--- src/rtl/pump_ramp_ctrl.sv ---
// Pump motor sequencer: soft-start/soft-stop speed ramp, run timeout, restart lockout and estop fault handling.
// state | meaning: IDLE motor off | RAMP_UP accelerate | RUN track target | RAMP_DOWN decelerate | LOCKOUT off-time | FAULT estop latch
module pump_ramp_ctrl #(
    parameter int unsigned RAMP_DIV       = 50000,
    parameter int unsigned MIN_OFF_CYCLES = 100000000,
    parameter logic [31:0] MAX_RUN_CYCLES = 32'd3000000000
) (
    input  logic       clk,
    input  logic       reset,
    input  logic       run_req,
    input  logic [7:0] target_speed,
    input  logic       estop,
    output logic       enable,
    output logic [7:0] speed,
    output logic       busy,
    output logic       fault,
    output logic       timeout,
    output logic [2:0] state
);

    localparam int unsigned PRESC_W = (RAMP_DIV > 1) ? $clog2(RAMP_DIV) : 1;
    localparam logic [PRESC_W-1:0] PRESC_LAST = PRESC_W'((RAMP_DIV > 0) ? RAMP_DIV - 1 : 0);
    localparam logic [31:0] OFF_LOAD = (MIN_OFF_CYCLES > 0) ? 32'(MIN_OFF_CYCLES - 1) : 32'd0;

    typedef enum logic [2:0] {
        ST_IDLE      = 3'd0,
        ST_RAMP_UP   = 3'd1,
        ST_RUN       = 3'd2,
        ST_RAMP_DOWN = 3'd3,
        ST_LOCKOUT   = 3'd4,
        ST_FAULT     = 3'd5
    } state_t;

    state_t              state_q, state_d;
    logic [PRESC_W-1:0]  presc_q, presc_d;
    logic [31:0]         off_cnt_q, off_cnt_d;
    logic [31:0]         run_cnt_q, run_cnt_d;
    logic [7:0]          speed_d, speed_ramp, goal;
    logic                timeout_d, enable_d, busy_d, fault_d;
    logic                tick, run_expired, ramping_q, ramping_d, ramp_entry;

    function automatic logic is_ramp(input state_t s);
        return (s == ST_RAMP_UP) || (s == ST_RUN) || (s == ST_RAMP_DOWN);
    endfunction

    always_comb begin
        ramping_q   = is_ramp(state_q);
        tick        = ramping_q && (presc_q == PRESC_LAST);
        run_expired = (run_cnt_q >= MAX_RUN_CYCLES);
        goal        = (state_q == ST_RAMP_DOWN) ? 8'd0 : target_speed;

        // one LSB per tick toward the goal; equality means no step, so no overshoot or wrap
        speed_ramp = speed;
        if (tick) begin
            if (speed < goal) begin
                speed_ramp = speed + 8'd1;
            end else if (speed > goal) begin
                speed_ramp = speed - 8'd1;
            end
        end
    end

    // next-state logic; branch order encodes estop > timeout > run_req drop > ramp done
    always_comb begin
        state_d   = state_q;
        timeout_d = timeout;
        case (state_q)
            ST_IDLE: begin
                if (estop) begin
                    state_d = ST_FAULT;
                end else if (run_req) begin
                    state_d   = ST_RAMP_UP;
                    timeout_d = 1'b0;
                end
            end
            ST_RAMP_UP: begin
                if (estop) begin
                    state_d = ST_FAULT;
                end else if (run_expired) begin
                    state_d   = ST_RAMP_DOWN;
                    timeout_d = 1'b1;
                end else if (!run_req) begin
                    state_d = ST_RAMP_DOWN;
                end else if (speed_ramp == target_speed) begin
                    state_d = ST_RUN;
                end
            end
            ST_RUN: begin
                if (estop) begin
                    state_d = ST_FAULT;
                end else if (run_expired) begin
                    state_d   = ST_RAMP_DOWN;
                    timeout_d = 1'b1;
                end else if (!run_req) begin
                    state_d = ST_RAMP_DOWN;
                end
            end
            ST_RAMP_DOWN: begin
                if (estop) begin
                    state_d = ST_FAULT;
                end else if (speed_ramp == 8'd0) begin
                    state_d = ST_LOCKOUT;
                end
            end
            ST_LOCKOUT: begin
                if (estop) begin
                    state_d = ST_FAULT;
                end else if (off_cnt_q == 32'd0) begin
                    state_d = ST_IDLE;
                end
            end
            ST_FAULT: begin
                if (!estop && !run_req) begin
                    state_d = ST_LOCKOUT;
                end
            end
            default: begin
                state_d = ST_IDLE;
            end
        endcase
    end

    always_comb begin
        ramping_d  = is_ramp(state_d);
        ramp_entry = (state_d != state_q) &&
                     ((state_d == ST_RAMP_UP) || (state_d == ST_RAMP_DOWN));

        // prescaler phase carries over from RAMP_UP into RUN
        presc_d = '0;
        if (ramping_d && !ramp_entry && !tick) begin
            presc_d = presc_q + 1'b1;
        end

        speed_d  = ramping_d ? speed_ramp : 8'd0;
        enable_d = ramping_d;
        busy_d   = (state_d != ST_IDLE);
        fault_d  = (state_d == ST_FAULT);

        off_cnt_d = OFF_LOAD;
        if (state_q == ST_LOCKOUT) begin
            off_cnt_d = (off_cnt_q == 32'd0) ? 32'd0 : off_cnt_q - 32'd1;
        end

        run_cnt_d = run_cnt_q;
        if (state_q == ST_IDLE) begin
            run_cnt_d = 32'd0;
        end else if (enable && (run_cnt_q != 32'hFFFF_FFFF)) begin
            run_cnt_d = run_cnt_q + 32'd1;
        end
    end

    always_ff @(posedge clk) begin
        if (reset) begin
            state_q   <= ST_IDLE;
            presc_q   <= '0;
            off_cnt_q <= OFF_LOAD;
            run_cnt_q <= 32'd0;
            speed     <= 8'd0;
            enable    <= 1'b0;
            busy      <= 1'b0;
            fault     <= 1'b0;
            timeout   <= 1'b0;
        end else begin
            state_q   <= state_d;
            presc_q   <= presc_d;
            off_cnt_q <= off_cnt_d;
            run_cnt_q <= run_cnt_d;
            speed     <= speed_d;
            enable    <= enable_d;
            busy      <= busy_d;
            fault     <= fault_d;
            timeout   <= timeout_d;
        end
    end

    assign state = state_q;

endmodule
--- config.mk ---
export PLATFORM = sky130hd
export DESIGN_NAME = pump_ramp_ctrl
export DESIGN_NICKNAME = d
export VERILOG_FILES = /design/src/rtl/pump_ramp_ctrl.sv
export SDC_FILE = /design/constraint.sdc
export NUM_CORES = 1
export LEC_CHECK = 0
export ABC_AREA = 1
export CAP_MARGIN = 20
export CORE_ASPECT_RATIO = 2
export CORE_MARGIN = 3
export CORE_UTILIZATION = 40
export CTS_CLUSTER_SIZE = 30
export DETAILED_ROUTE_END_ITERATION = 10
export GPL_TIMING_DRIVEN = 0
export PLACE_DENSITY_LB_ADDON = 0.1
export SLEW_MARGIN = 20
export SYNTH_ARGS = -nofsm -noshare
export SYNTH_HDL_FRONTEND = slang
export SYNTH_SLANG_ARGS = --single-unit
export TNS_END_PERCENT = 50
--- constraint.sdc ---
create_clock -name clk -period 3.04 [get_ports clk]
set_clock_uncertainty 0.05 [all_clocks]
set_input_delay 0.304 -clock clk [delete_from_list [all_inputs] [get_ports clk]]
set_output_delay 0.304 -clock clk [all_outputs]
set_load 0.02 [all_outputs]
Word-level counts from Yosys, hierarchy flattened
Index checks and enable logic that the tools add are counted.
Storage, ports and cells
  register bits: 95
  input port bits: 12
  output and inout port bits: 15
  word-level logic and storage cells: 90
Cells by class
  $add $sub $neg: 5
  order comparisons: 3
  eq/ne operators: 17
  multiplexer cells: 25
  bitwise operators: 3
  reductions and logical operators: 27
Operators by type and width (count)
  $mux 3: 14
  $add 32x1->32 const B: 1
  $ge 32x32->1 const B: 1
  $logic_not 32->1: 1
  $mux 8: 4
  $ne 32x32->1 const B: 1
  $sub 32x1->32 const B: 1
  $mux 27: 1
  $pmux 3 s6: 1
  $add 16x1->16 const B: 1
  $eq 16x16->1 const B: 1
  $eq 3x2->1 const B: 4
  $reduce_or 2->1: 5
  $eq 3x3->1 const B: 3
  $add 8x1->8 const B: 1
  $eq 8x8->1: 1
  $gt 8x8->1: 1
  $logic_not 8->1: 1
  $lt 8x8->1: 1
  $sub 8x1->8 const B: 1
  $eq 3x1->1 const B: 2
  $logic_and 1x1->1: 6
  $ne 2x2->1 const B: 3
  $logic_or 1x1->1: 5
  other kinds (11): 19

Logic depth before layout (Yosys ltp)
Gate-level depths: netlist of run 1.
  depth in word-level cells: 20
  mapped depth: 29
  gate-level depth less buffers: 28

Least setup slack after synthesis of run 1
OpenSTA, ideal clock, no wires.
  path type: register to register
  start: reg state_q[2] (netlist: state[2])
  end: reg presc_q[10]
  setup time: 0.073 ns
  data arrival time: 3.212 ns
  slack: -0.295 ns
  stages on the path, launching flop included: 27
  path through: dfxtp_1 > clkinv_1 > nand2_1 > nor2_1 > clkinv_1 > nand2_1 > ha_1 > a21oi_1 > nor2_1 > nor2_2 > nand2_2 > nand2_1 > nand3_1 > nand2_1 > nand2_1 > nand2_1 > nand2_1 > nor2_2 > nand2_1 > nand2_1 > nand2_1 > nand2_1 > nand2_2 > nor2_4 > nand2_4 > buf_6 > nor3_2
On the way
  cells in the longest elaborated chain, start to end: 20
  elaborated cells between the ends (all ways): 46
  classes of those cells: order compare (2); eq/ne (10); mux (19); bitwise (1); reduce/logical (14)
RTL lines
  start, declared: RTL line 34  | state_t state_q, state_d;
  start signal, assigned: RTL line 164  | state_q <= state_d;
  $eq 3x2->1: RTL line 43, 50, 67
  $mux 8: RTL line 50  | goal = (state_q == ST_RAMP_DOWN) ? 8'd0 : target_speed;
  $gt 8x8->1: RTL line 57  | end else if (speed > goal) begin
  $mux 8: RTL line 57
  $mux 8: RTL line 55  | if (speed < goal) begin
  $mux 8: RTL line 54  | if (tick) begin
  $eq 8x8->1: RTL line 84  | end else if (speed_ramp == target_speed) begin
  $mux 3: RTL line 84
  [4 not listed]
  $eq 3x1->1 / $eq 3x2->1 (equally long branches): RTL line 43, 126
  $logic_or 1x1->1: RTL line 126  | ((state_d == ST_RAMP_UP) || (state_d == ST_RAMP_DOWN));
  $logic_and 1x1->1: RTL line 125  | ramp_entry = (state_d != state_q) &&
  $logic_not 1->1: RTL line 130  | if (ramping_d && !ramp_entry && !tick) begin
  $logic_and 1x1->1: RTL line 130
  $logic_and 1x1->1 (*): RTL line 130
  $not 1->1 (no line) (*)
  $reduce_or 2->1 (no line) (*)
  end signal, assigned: RTL line 165  | presc_q <= presc_d;
  end, declared: RTL line 35  | logic [PRESC_W-1:0] presc_q, presc_d;
Every way passes the cells marked *; elsewhere a longest branch is shown, timed or not.
A chain may end at the register's enable or synchronous reset.

Worst setup path after layout of run 1
  start: reg state_q[2] (netlist: state[2])
  end: reg presc_q[14]
Same word-level chain as after synthesis.

==> summary.md, run 1 <==
| Metric | Value |
|---|---|
| Most common cell in the netlist | nand2_1 |
| Synth Area per Inst | 6.82 um2 |
| Number of flops mapped to enable cells by yosys | 0 |
| Final Slew Violations | 0 |
| GPL Wtd Cong | 0.872 |
| Die width | 89.6 um |
| Initial Util | 41.2% |
| Initial antenna violation count | 0 |
| # IOs | 27 |
| Rel. slew slack | 54.0% |
| Worst path slowest cell | dfxtp_4 |
| Core area | 0.0136 mm2 |
| Area Growth Syn to Fin | 29.3% |
| Final min period | 3280 ps |
| Synth warn | 0 |
| Die height | approximately 170 um |
| Synth Register Bits | 95 |
| Final period utilization | 108% |
| Sequential Power Share | 41.4% |
| Post-Syn Instances | 821 |
| Area share of the largest cell type after synthesis | 34.0% |
| Comb pwr share | 23.8% |
| Most used cell, CP | nand2_2 |
| RSZ-0062 raised after global routing | true |
| Max-cap viol count | 0 |
| Critical Path Sink Type | flip-flop |
| DR WL/cell | 13.7 um |
| HPWL Detailed | between 10000 and 15000 um |
| DRC | 0 |
| Ys flop type | dfxtp_1 |
| DR vias | 5469 |
| Startpoint Class | flip-flop |
| Crit path kind | reg2reg |
| Leak | 2.78 nW |
| Arrival time worst endpoint | approximately 3500 ps |
| PwrDens | 434 mW/mm2 |
| Endpoints failing setup | 28 |
| Longest Clk Path Bufs | 2 |
| Worst min path class | in2reg |
| Syn nets | about 850 |
| Fin nets | 909 |
| Distinct cell type count after synthesis | 42 |
| Clk_lat worst skew | between 300 and 400 ps |
| Worst VDD drop | ~0.00030 V |
| Mapped Area | 0.00560 mm2 |
| # placed instances | 1032 |
| Cts bufs inserted | 9 |
| Final Worst Setup Slack | -236 ps |
| Clock share of power | 34.8% |
| Seq/Total Area, Yosys | 34.0% |
| Failing checks | setup timing |
| Final Util | between 50 and 60% |
| Initial DRC count | about 200 |
| Total design power | 0.00314 W |
| Outcome | complete, but fails checks |
| Ant diodes | 0 |
| NetSw | 0.00101 W |
| Worst-margin pin slew | 688 ps |
| Hold Fails Final Rpt | 0 |
| Overall routed net length | 14700 um |
| Htree depth | 3 |
| DIE AREA | 0.0155 mm2 |
| Buffers on Ports | 25 |
| Grt ovf | 0 |
| Worst path max stage delay | roughly 370 ps |
| Share of layout cells above drive strength 1 | 20.5% |
| Filler cell count | 1336 |
| Switch share | 32.0% |
| Routed Antenna Nets | 0 |
| First-pass GRT wire length | ~24000 um |
| Largest area contributor in the netlist | dfxtp_1 |
| CTS Sinks | between 90 and 100 |
| Post-Place Worst Slack | -546 ps |
| Top cells by count, synth | 166 x nand2_1, 116 x inv_1, 104 x nor2_1 |
| Finished Layout Cells | around 1100 |
| Standard-cell rows | 60 |
| Required @ worst endpoint | 3270 ps |
| Vias in the first global route | 5453 |
| Vias per cell | 5.09 |
| Largest cells by area after synthesis | dfxtp_1 34%, nand2_1 11%, inv_1 7.8% |
| DRT Pass-1 Iters | 6 |
| Clock root cell | clkbuf_16 |
| Worst-path clk slew | 70 ps |
| GR Util All Layers | 19.4% |
| Largest net degree at the start of global routing | 18 |
| CTS tree | yes |
| Async set-reset flop share out of synthesis | 0% |
| Crit-path max FO | 8 |
| Fmax | 305 MHz |
| Worst hold slack | roughly 210 ps |
| Int Power | 0.00214 W |
## cell families after synthesis
family / share of synthesized area [%]
AO/OA/AOI/OAI: 9.48
XOR/XNOR: 6.68
adder cells (fa/ha/maj): 3.13
buffers and inverters: 9.61
flip-flops: 34.0
AND/OR/NAND/NOR: 37.1
## per-layer routing
metal  routed length, um  vias to the layer above  global-route usage [%]
li1                    -                     2800                       -
met2                8040                       79                    35.4
met3                 413                       35                    2.95
met1                5780                     2555                    20.9
met4                 502                        0                    8.70
met5                   0                        -                       0
## final timing paths
check / from / end / slack [ps] / cells after the start
hold reg to reg: presc_q[0] / presc_q[0] / 410 / 1
hold / removal: reset / state[1] / 210 / 2
setup reg to reg: state[2] / presc_q[14] / -240 / 26
setup / recovery: state[2] / presc_q[14] / -240 / 26
## metrics by stage
step                cell area (um2)  setup TNS [ps]
global placement               6160          -11820
CTS                            6830           -1160
global route                   7240          -10960
floorplan                      5680               0
detailed placement             6160          -13130
finish                         7240           -5550
## sequential cells by signal, indices dropped and copies added (netlist names)
register   cells
state          3
run_cnt_q     32
timeout        1
off_cnt_q     32
fault          1
presc_q       16
busy           1
enable         1
speed          8
## worst max-delay path, delay by kind of cell, from the launching register on
family	cells	cell delay, ps
flops	1	370
compound gates	1	200
simple gates	20	1830
buf+inv	4	510
fa+ha+maj	1	210
## layout by cell type (no fill, tap or decap), types with 3 or more instances in the layout
cell,instances
nand2_2,35
dfxtp_1,92
ha_4,6
inv_2,5
clkdlybuf4s50_1,25
nor4_1,8
nor3_1,31
nor3_2,15
inv_1,113
buf_12,3
or2_2,4
nand2_8,4
dfxtp_4,3
xor2_1,24
nor2_4,11
nand4_4,3
buf_4,23
nand3_2,13
nand2_1,121
ha_1,8
nand4_1,28
a21oi_1,39
o21ai_0,39
nand3_1,39
nor3_4,6
nor2_2,7
nand3_4,3
o21a_1,5
clkbuf_1,7
nor2_1,92
xnor2_1,16
nand2_4,14
inv_6,3
clkbuf_16,10
## repair_timing
item                                   in CTS  in global routing
hold buffers                                0                  0
gates cloned                                1                  1
gates resized for setup                    47                 78
setup endpoints to repair                  29                 37
endpoints found under the hold margin       0                  0
pin swaps                                  38                 36
setup buffers                              20                  5
## power groups by stage
stage / logic [W] / registers [W] / clock network, W
after floorplan: 0.000338 / 0.00135 / 0
after global placement: 0.000506 / 0.00133 / 0
after detailed placement: 0.000515 / 0.00133 / 0
after CTS: 0.000644 / 0.00130 / 0.00114
after global routing: 0.000818 / 0.00131 / 0.00118
final: 0.000747 / 0.00130 / 0.00109
## area by class of cell
class,instances,area (um2),area share [%]
multi-input cells,592,3730,51.6
flip-flops and latches,95,1910,26.4
inverters,121,472,6.52
plain buffers,12,97.6,1.35
clock inverters,6,52.6,0.726
repair buffers,52,507,7.00
clock buffers,10,229,3.16
well taps,186,233,3.22
(Power assumes the default switching activity.)
==> run 2: changes to the inputs <==
==> constraint.sdc (replaced) <==
create_clock -name clk -period 3.04 [get_ports clk]
set_clock_uncertainty 0.05 [all_clocks]
set_input_delay 0.304 -clock clk [delete_from_list [all_inputs] [get_ports clk]]
set_output_delay 0.304 -clock clk [all_outputs]
set_load 0.1 [all_outputs]
==> summary.md, run 2 (synthesis results as in run 1) <==
| Metric | Value |
|---|---|
| Outcome | complete, but fails checks |
| Failing checks | setup timing |
| Total design power | 0.00337 W (+7.1%) |
| Finished Layout Cells | 1067 (-0.65%) |
| Worst path slowest cell | dfxtp_4 |
| Largest net degree at the start of global routing | 18 (unchanged) |
| Fmax | 308 MHz (+0.92%) |
| Htree depth | 3 (unchanged) |
| Standard-cell rows | 60 (unchanged) |
| Initial antenna violation count | 0 (unchanged) |
| Die width | 89.6 um (unchanged) |
| Routed Antenna Nets | 0 (unchanged) |
| Switch share | 32.9% (+0.92 points) |
| Commonest non-fill, non-tap cell in the layout | nand2_1 |
| Worst path max stage delay | 370 ps (about the same) |
| Top flop regs | off_cnt_q x32, run_cnt_q x32, presc_q x16 |
| Commonest non-fill, non-tap cells in the layout | 126 x nand2_1, 114 x inv_1, 98 x nor2_1, 84 x dfxtp_1, 39 x o21ai_0 |
| Ant diodes | 0 (unchanged) |
| Fin nets | 902 (-0.77%) |
| Clk_lat worst skew | 350 ps (about the same) |
| # IOs | 27 (unchanged) |
| Area Growth Syn to Fin | 27.8% |
| FF-to-FF path depth | 27 (+3.8%) |
| DR vias | 5470 (+0.018%) |
| Vias per cell | 5.13 (+0.67%) |
| Final Slew Violations | 0 (unchanged) |
| Sequential Power Share | 38.6% (-2.8 points) |
| Crit path max-delay family | simple AND/OR/NAND/NOR gates |
| Grt ovf | 0 (unchanged) |
| Required @ worst endpoint | 3280 ps (about the same) |
| Most used cell, CP | nand2_1 |
| Worst Hold Path Cells | 2 (unchanged) |
| Crit-path max FO | 8 (unchanged) |
| Crit path depth | 27 (+3.8%) |
| Clock share of power | 37.1% (+2.3 points) |
| HPWL Detailed | 10700 um (+2.4%) |
| Final instance area | 0.00715 mm2 (-1.2%) |
| DIE AREA | 0.0155 mm2 (unchanged) |
| Worst min path class | in2reg |
| Int Power | 0.00226 W (+5.6%) |
| CTS Sinks | 95 (unchanged) |
| Critical Path Sink Type | flip-flop |
| Final min period | 3250 ps (-29.8 ps) |
| Overall routed net length | 14600 um (-0.64%) |
| Comb pwr share | 24.2% (+0.4 points) |
| Endpoints failing setup | 25 (-11%) |
| Buffers on Ports | 25 (unchanged) |
| DRT Pass-1 Iters | 6 (unchanged) |
| CTS tree | yes |
| DRC | 0 (unchanged) |
| Final period utilization | 107% (-0.98 points) |
| Clock root cell | clkbuf_16 |
| Worst-margin pin slew | 989 ps (+301 ps) |
| Rel. slew slack | 33.9% (-20 points) |
| Max-cap viol count | 0 (unchanged) |
| First-pass GRT wire length | 23900 um (-1.6%) |
| CP Buf/Inv Count | 3 (-1) |
| Startpoint Class | flip-flop |
| RSZ-0062 raised after global routing | true |
| Hold buffers post-CTS | 0 (unchanged) |
| GPL Wtd Cong | 0.880 (+0.88%) |
| Initial Util | 41.2% (unchanged) |
| Worst hold slack | 186 ps (-24.3 ps) |
| Crit path kind | reg2reg |
| Arrival time worst endpoint | 3480 ps (-30 ps) |
| NetSw | 0.00111 W (+10%) |
| DR WL/cell | 13.7 um (about the same) |
| Final Worst Setup Slack | -206 ps (+29.8 ps) |
| # placed instances | 1032 (unchanged) |
| Cts bufs inserted | 9 (unchanged) |
| Hold Fails Final Rpt | 0 (unchanged) |
| GR Util All Layers | 19.1% (-0.30 points) |
| PwrDens | 470 mW/mm2 (+8.3%) |
| Worst VDD drop | 0.000593 V (+95%) |
| Die height | 173 um (unchanged) |
| Vias in the first global route | 5355 (-1.8%) |
| Leak | 2.81 nW (+1.0%) |
| Share of layout cells above drive strength 1 | 19.8% (-0.75 points) |
| Placement Cell Area | 0.00619 mm2 (+0.45%) |
| Initial DRC count | 212 (+7.1%) |
| Longest Clk Path Bufs | 2 (unchanged) |
| Core area | 0.0136 mm2 (unchanged) |
| Post-Place Worst Slack | -519 ps (+27.1 ps) |
| Worst-path clk slew | 70 ps (about the same) |
==> run 2: cell count changes in the layout (fill, tap and decap cells not counted), sizes merged <==
cell and delta:
buf -6, inv -3, bufinv +1, clkinv +1
==> run 2: what timing repair did <==
item / 4_1_cts / 5_1_grt
pin swaps: 33 / 37
setup endpoints to repair: 28 / 35
buffers inserted: 12 / 7
gates cloned: 1 / 0
resized for setup: 43 / 57
==> run 2: area by class of cell <==
| type | instances | area (um2) |
|---|---|---|
| clock inverter | 5 | 73.8 |
| tap | 186 | 233 |
| sequential | 95 | 1920 |
| timing repair buffer | 45 | 449 |
| fill | 1328 | 6430 |
| multi-input combinational | 592 | 3660 |
| clock buffer | 11 | 254 |
| inverter | 121 | 468 |
| buffer | 12 | 97.6 |
==> run 2: path summary, 6_finish.rpt <==
check                     from           end  slack [ps]
setup / recovery      state[2]    presc_q[9]        -210
hold / removal           reset      state[0]         190
setup reg to reg      state[2]    presc_q[9]        -210
hold reg to reg   off_cnt_q[0]  off_cnt_q[0]         410
==> run 2: layer usage <==
metal | vias to the layer above | track usage (%) | share of wire, %
met1 | 2566 | 20.8 | 39
met5 | - | 0 | 0
met4 | 0 | 6.71 | 2.5
met3 | 27 | 3.66 | 3.2
li1 | 2796 | - | -
met2 | 81 | 35.0 | 55
==> run 2: power groups by stage <==
| stage | Clock (W) | Sequential (W) | Combinational, W |
|---|---|---|---|
| final | 0.00125 | 0.00130 | 0.000815 |
| after floorplan | 0 | 0.00145 | 0.000340 |
| after CTS | 0.00128 | 0.00130 | 0.000767 |
| after detailed placement | 0 | 0.00133 | 0.000623 |
| after global placement | 0 | 0.00133 | 0.000615 |
| after global routing | 0.00132 | 0.00130 | 0.000875 |
==> run 2: metrics by stage <==
step	util [%]	setup TNS (ps)
floorplan	-	-1640
global placement	45.6	-11090
detailed placement	45.6	-12020
CTS	50.3	-3020
global route	52.7	-8160
finish	52.7	-3560
==> run 3: changes to the inputs <==
--- a/config.mk
+++ b/config.mk
@@ -8,12 +8,12 @@
 export ABC_AREA = 1
 export CAP_MARGIN = 20
 export CORE_ASPECT_RATIO = 2
-export CORE_MARGIN = 3
 export CORE_UTILIZATION = 40
 export CTS_CLUSTER_SIZE = 30
 export DETAILED_ROUTE_END_ITERATION = 10
 export GPL_TIMING_DRIVEN = 0
 export PLACE_DENSITY_LB_ADDON = 0.1
+export SKIP_CTS_REPAIR_TIMING = 1
 export SLEW_MARGIN = 20
 export SYNTH_ARGS = -nofsm -noshare
 export SYNTH_HDL_FRONTEND = slang
==> summary.md, run 3 (synthesis results as in run 1) <==
| Metric | Value |
|---|---|
| Outcome | complete, but fails checks |
| Failing checks | setup timing |
| Clock root cell | clkbuf_16 |
| DRC | 0 (unchanged) |
| Rel. slew slack | 34.5% (+0.60 points) |
| NetSw | 0.00109 W (-2.0%) |
| Die height | 169 um (-2.3%) |
| # IOs | 27 (unchanged) |
| CTS tree | yes |
| Comb pwr share | 25.5% (+1.3 points) |
| Crit path max-delay family | simple AND/OR/NAND/NOR gates |
| First-pass GRT wire length | 23400 um (-2.4%) |
| PwrDens | 475 mW/mm2 (+1.0%) |
| RSZ-0062 raised after global routing | true |
| DRT Pass-1 Iters | 5 (-1) |
| Start point of the critical path | state[0] |
| Clock share of power | 35.2% (-1.9 points) |
| DR top layer | met4 |
| Initial DRC count | 261 (+23%) |
| Leak | 2.85 nW (+1.4%) |
| Endpoints failing setup | 25 (unchanged) |
| Int Power | 0.00225 W (-0.28%) |
| Total design power | 0.00334 W (-0.86%) |
| Ant diodes | 0 (unchanged) |
| Die width | 85.6 um (-4.5%) |
| Worst hold slack | 195 ps (+9.49 ps) |
| Hold Fails Final Rpt | 0 (unchanged) |
| Share of layout cells above drive strength 1 | 17.3% (-2.5 points) |
| Commonest non-fill, non-tap cell in the layout | nand2_1 |
| DIE AREA | 0.0145 mm2 (-6.7%) |
| Fin nets | 906 (+0.44%) |
| Sequential Power Share | 39.2% (+0.6 points) |
| Final period utilization | 109% (+2.5 points) |
| Final Util | 51.7% (-0.99 points) |
| Crit path kind | reg2reg |
| Final Worst Setup Slack | -282 ps (-76.2 ps) |
| Required @ worst endpoint | 3210 ps (-70 ps) |
| Met2 wire len | 7880 um (-2.0%) |
| Clk_lat worst skew | 340 ps (about the same) |
| Worst-path clk slew | 60 ps (about the same) |
| Fmax | 301 MHz (-2.3%) |
| HPWL Detailed | 10600 um (-0.43%) |
| Worst VDD drop | 0.000419 V (-29%) |
| Worst-margin pin slew | 980 ps (-9.00 ps) |
| Critical Path Sink Type | flip-flop |
| Core area | 0.0136 mm2 (unchanged) |
| Routed Antenna Nets | 0 (unchanged) |
| Vias in the first global route | 5167 (-3.5%) |
| Worst path slowest cell | dfxtp_4 |
| Commonest non-fill, non-tap cells in the layout | 140 x nand2_1, 113 x inv_1, 99 x nor2_1, 84 x dfxtp_1, 45 x nand3_1 |
| Startpoint Class | flip-flop |
| Overall routed net length | 14300 um (-2.2%) |
| Longest Clk Path Bufs | 2 (unchanged) |
| Initial Util | 41.2% (unchanged) |
| Setup TNS | -5940 ps (-2390 ps) |
| Met1 Wirelength | 5650 um (-1.8%) |
| GR Util All Layers | 19.9% (+0.84 points) |
| Standard-cell rows | 60 (unchanged) |
| Final min period | 3320 ps (+76.2 ps) |
| Reg2reg start | state[0] |
| Vias per cell | 5.10 (-0.52%) |
| Final instance area | 0.00702 mm2 (-1.9%) |
| Worst path max stage delay | 390 ps (+20 ps) |
| Switch share | 32.5% (-0.39 points) |
| CP Buf/Inv Count | 5 (+2) |
| Grt ovf | 0 (unchanged) |
| CTS Sinks | 95 (unchanged) |
| GPL Wtd Cong | 0.865 (-1.7%) |
| Final Slew Violations | 0 (unchanged) |
| Met3 routed WL | 374 um (-20%) |
| Max-cap viol count | 0 (unchanged) |
| Buffers on Ports | 25 (unchanged) |
| DR vias | 5462 (-0.15%) |
| Worst min path class | in2reg |
| Arrival time worst endpoint | 3490 ps (about the same) |
| DR WL/cell | 13.4 um (-2.6%) |
| Area Growth Syn to Fin | 25.4% |
| Placement Cell Area | 0.00619 mm2 (unchanged) |
| Cts bufs inserted | 9 (unchanged) |
| Top flop regs | off_cnt_q x32, run_cnt_q x32, presc_q x16 |
| FF-to-FF setup slack | -280 ps (-80 ps) |
| Hold_sp | reset |
| Htree depth | 3 (unchanged) |
| Crit-path max FO | 8 (unchanged) |
| Cell Chain, Critical Path | clkinvlp_4 -> nor2_4 -> clkinv_4 -> nand2_4 -> ha_4 -> a21o_1 -> nor2_4 -> buf_12 -> nand2_8 -> nand2_4 -> nand3_2 -> nand2_2 -> xor2_1 -> nand2_1 -> nor2_2 -> buf_4 -> nand3_1 -> nand2_1 -> nand2_2 -> nand2_2 -> nand3_2 -> nand2_4 -> buf_4 -> nor3_4 |
| Largest net degree at the start of global routing | 17 (-1) |
| Initial antenna violation count | 0 (unchanged) |
-- run 3: area by class of cell --
type                    count  area [um2]
inverters                 121         470
clock inverters             5        65.1
multi-input cells         592        3490
plain buffers              12        97.6
fillers                  1383        6570
clock buffers              11         243
flip-flops and latches     95        1920
repair inverters            1        11.3
repair buffers             48         490
well taps                 186         233
-- run 3: worst reg2reg max path, stage by stage, from the launching register on --
cell and delay, ps:
dfxtp_4 390, clkinvlp_4 120, nor2_4 180, clkinv_4 120, nand2_4 90, ha_4 200
a21o_1 200, nor2_4 130, buf_12 140, nand2_8 90, nand2_4 70, nand3_2 70
nand2_2 90, xor2_1 150, nand2_1 120, nor2_2 160, buf_4 120, nand3_1 50
nand2_1 80, nand2_2 90, nand2_2 70, nand3_2 90, nand2_4 130, buf_4 170
nor3_4 40
-- run 3: worst paths after layout --
path	endpoint	cells past startpoint
hold / removal	state[0]	2
setup reg to reg	presc_q[2]	24
setup / recovery	presc_q[2]	24
hold reg to reg	off_cnt_q[0]	1
-- run 3: power groups by stage --
stage	clock, W	sequential (W)	combinational [W]
finish	0.00118	0.00131	0.000852
global route	0.00126	0.00131	0.000917
CTS	0.00121	0.00131	0.000625
detailed placement	0	0.00133	0.000622
global placement	0	0.00133	0.000617
floorplan	0	0.00145	0.000340
-- run 3: metal layers --
metal / global-route usage [%] / vias to the layer above
met2: 37.6 / 88
li1: - / 2796
met4: 8.84 / 0
met3: 2.58 / 25
met5: 0 / -
met1: 21.7 / 2553
-- run 3: metrics by stage --
| stage | std cells | setup slack (ps) |
|---|---|---|
| after floorplan | 821 | -117 |
| after global placement | 1032 | -472 |
| after detailed placement | 1032 | -503 |
| after CTS | 1048 | -408 |
| after global routing | 1071 | -506 |
| final | 1071 | -282 |
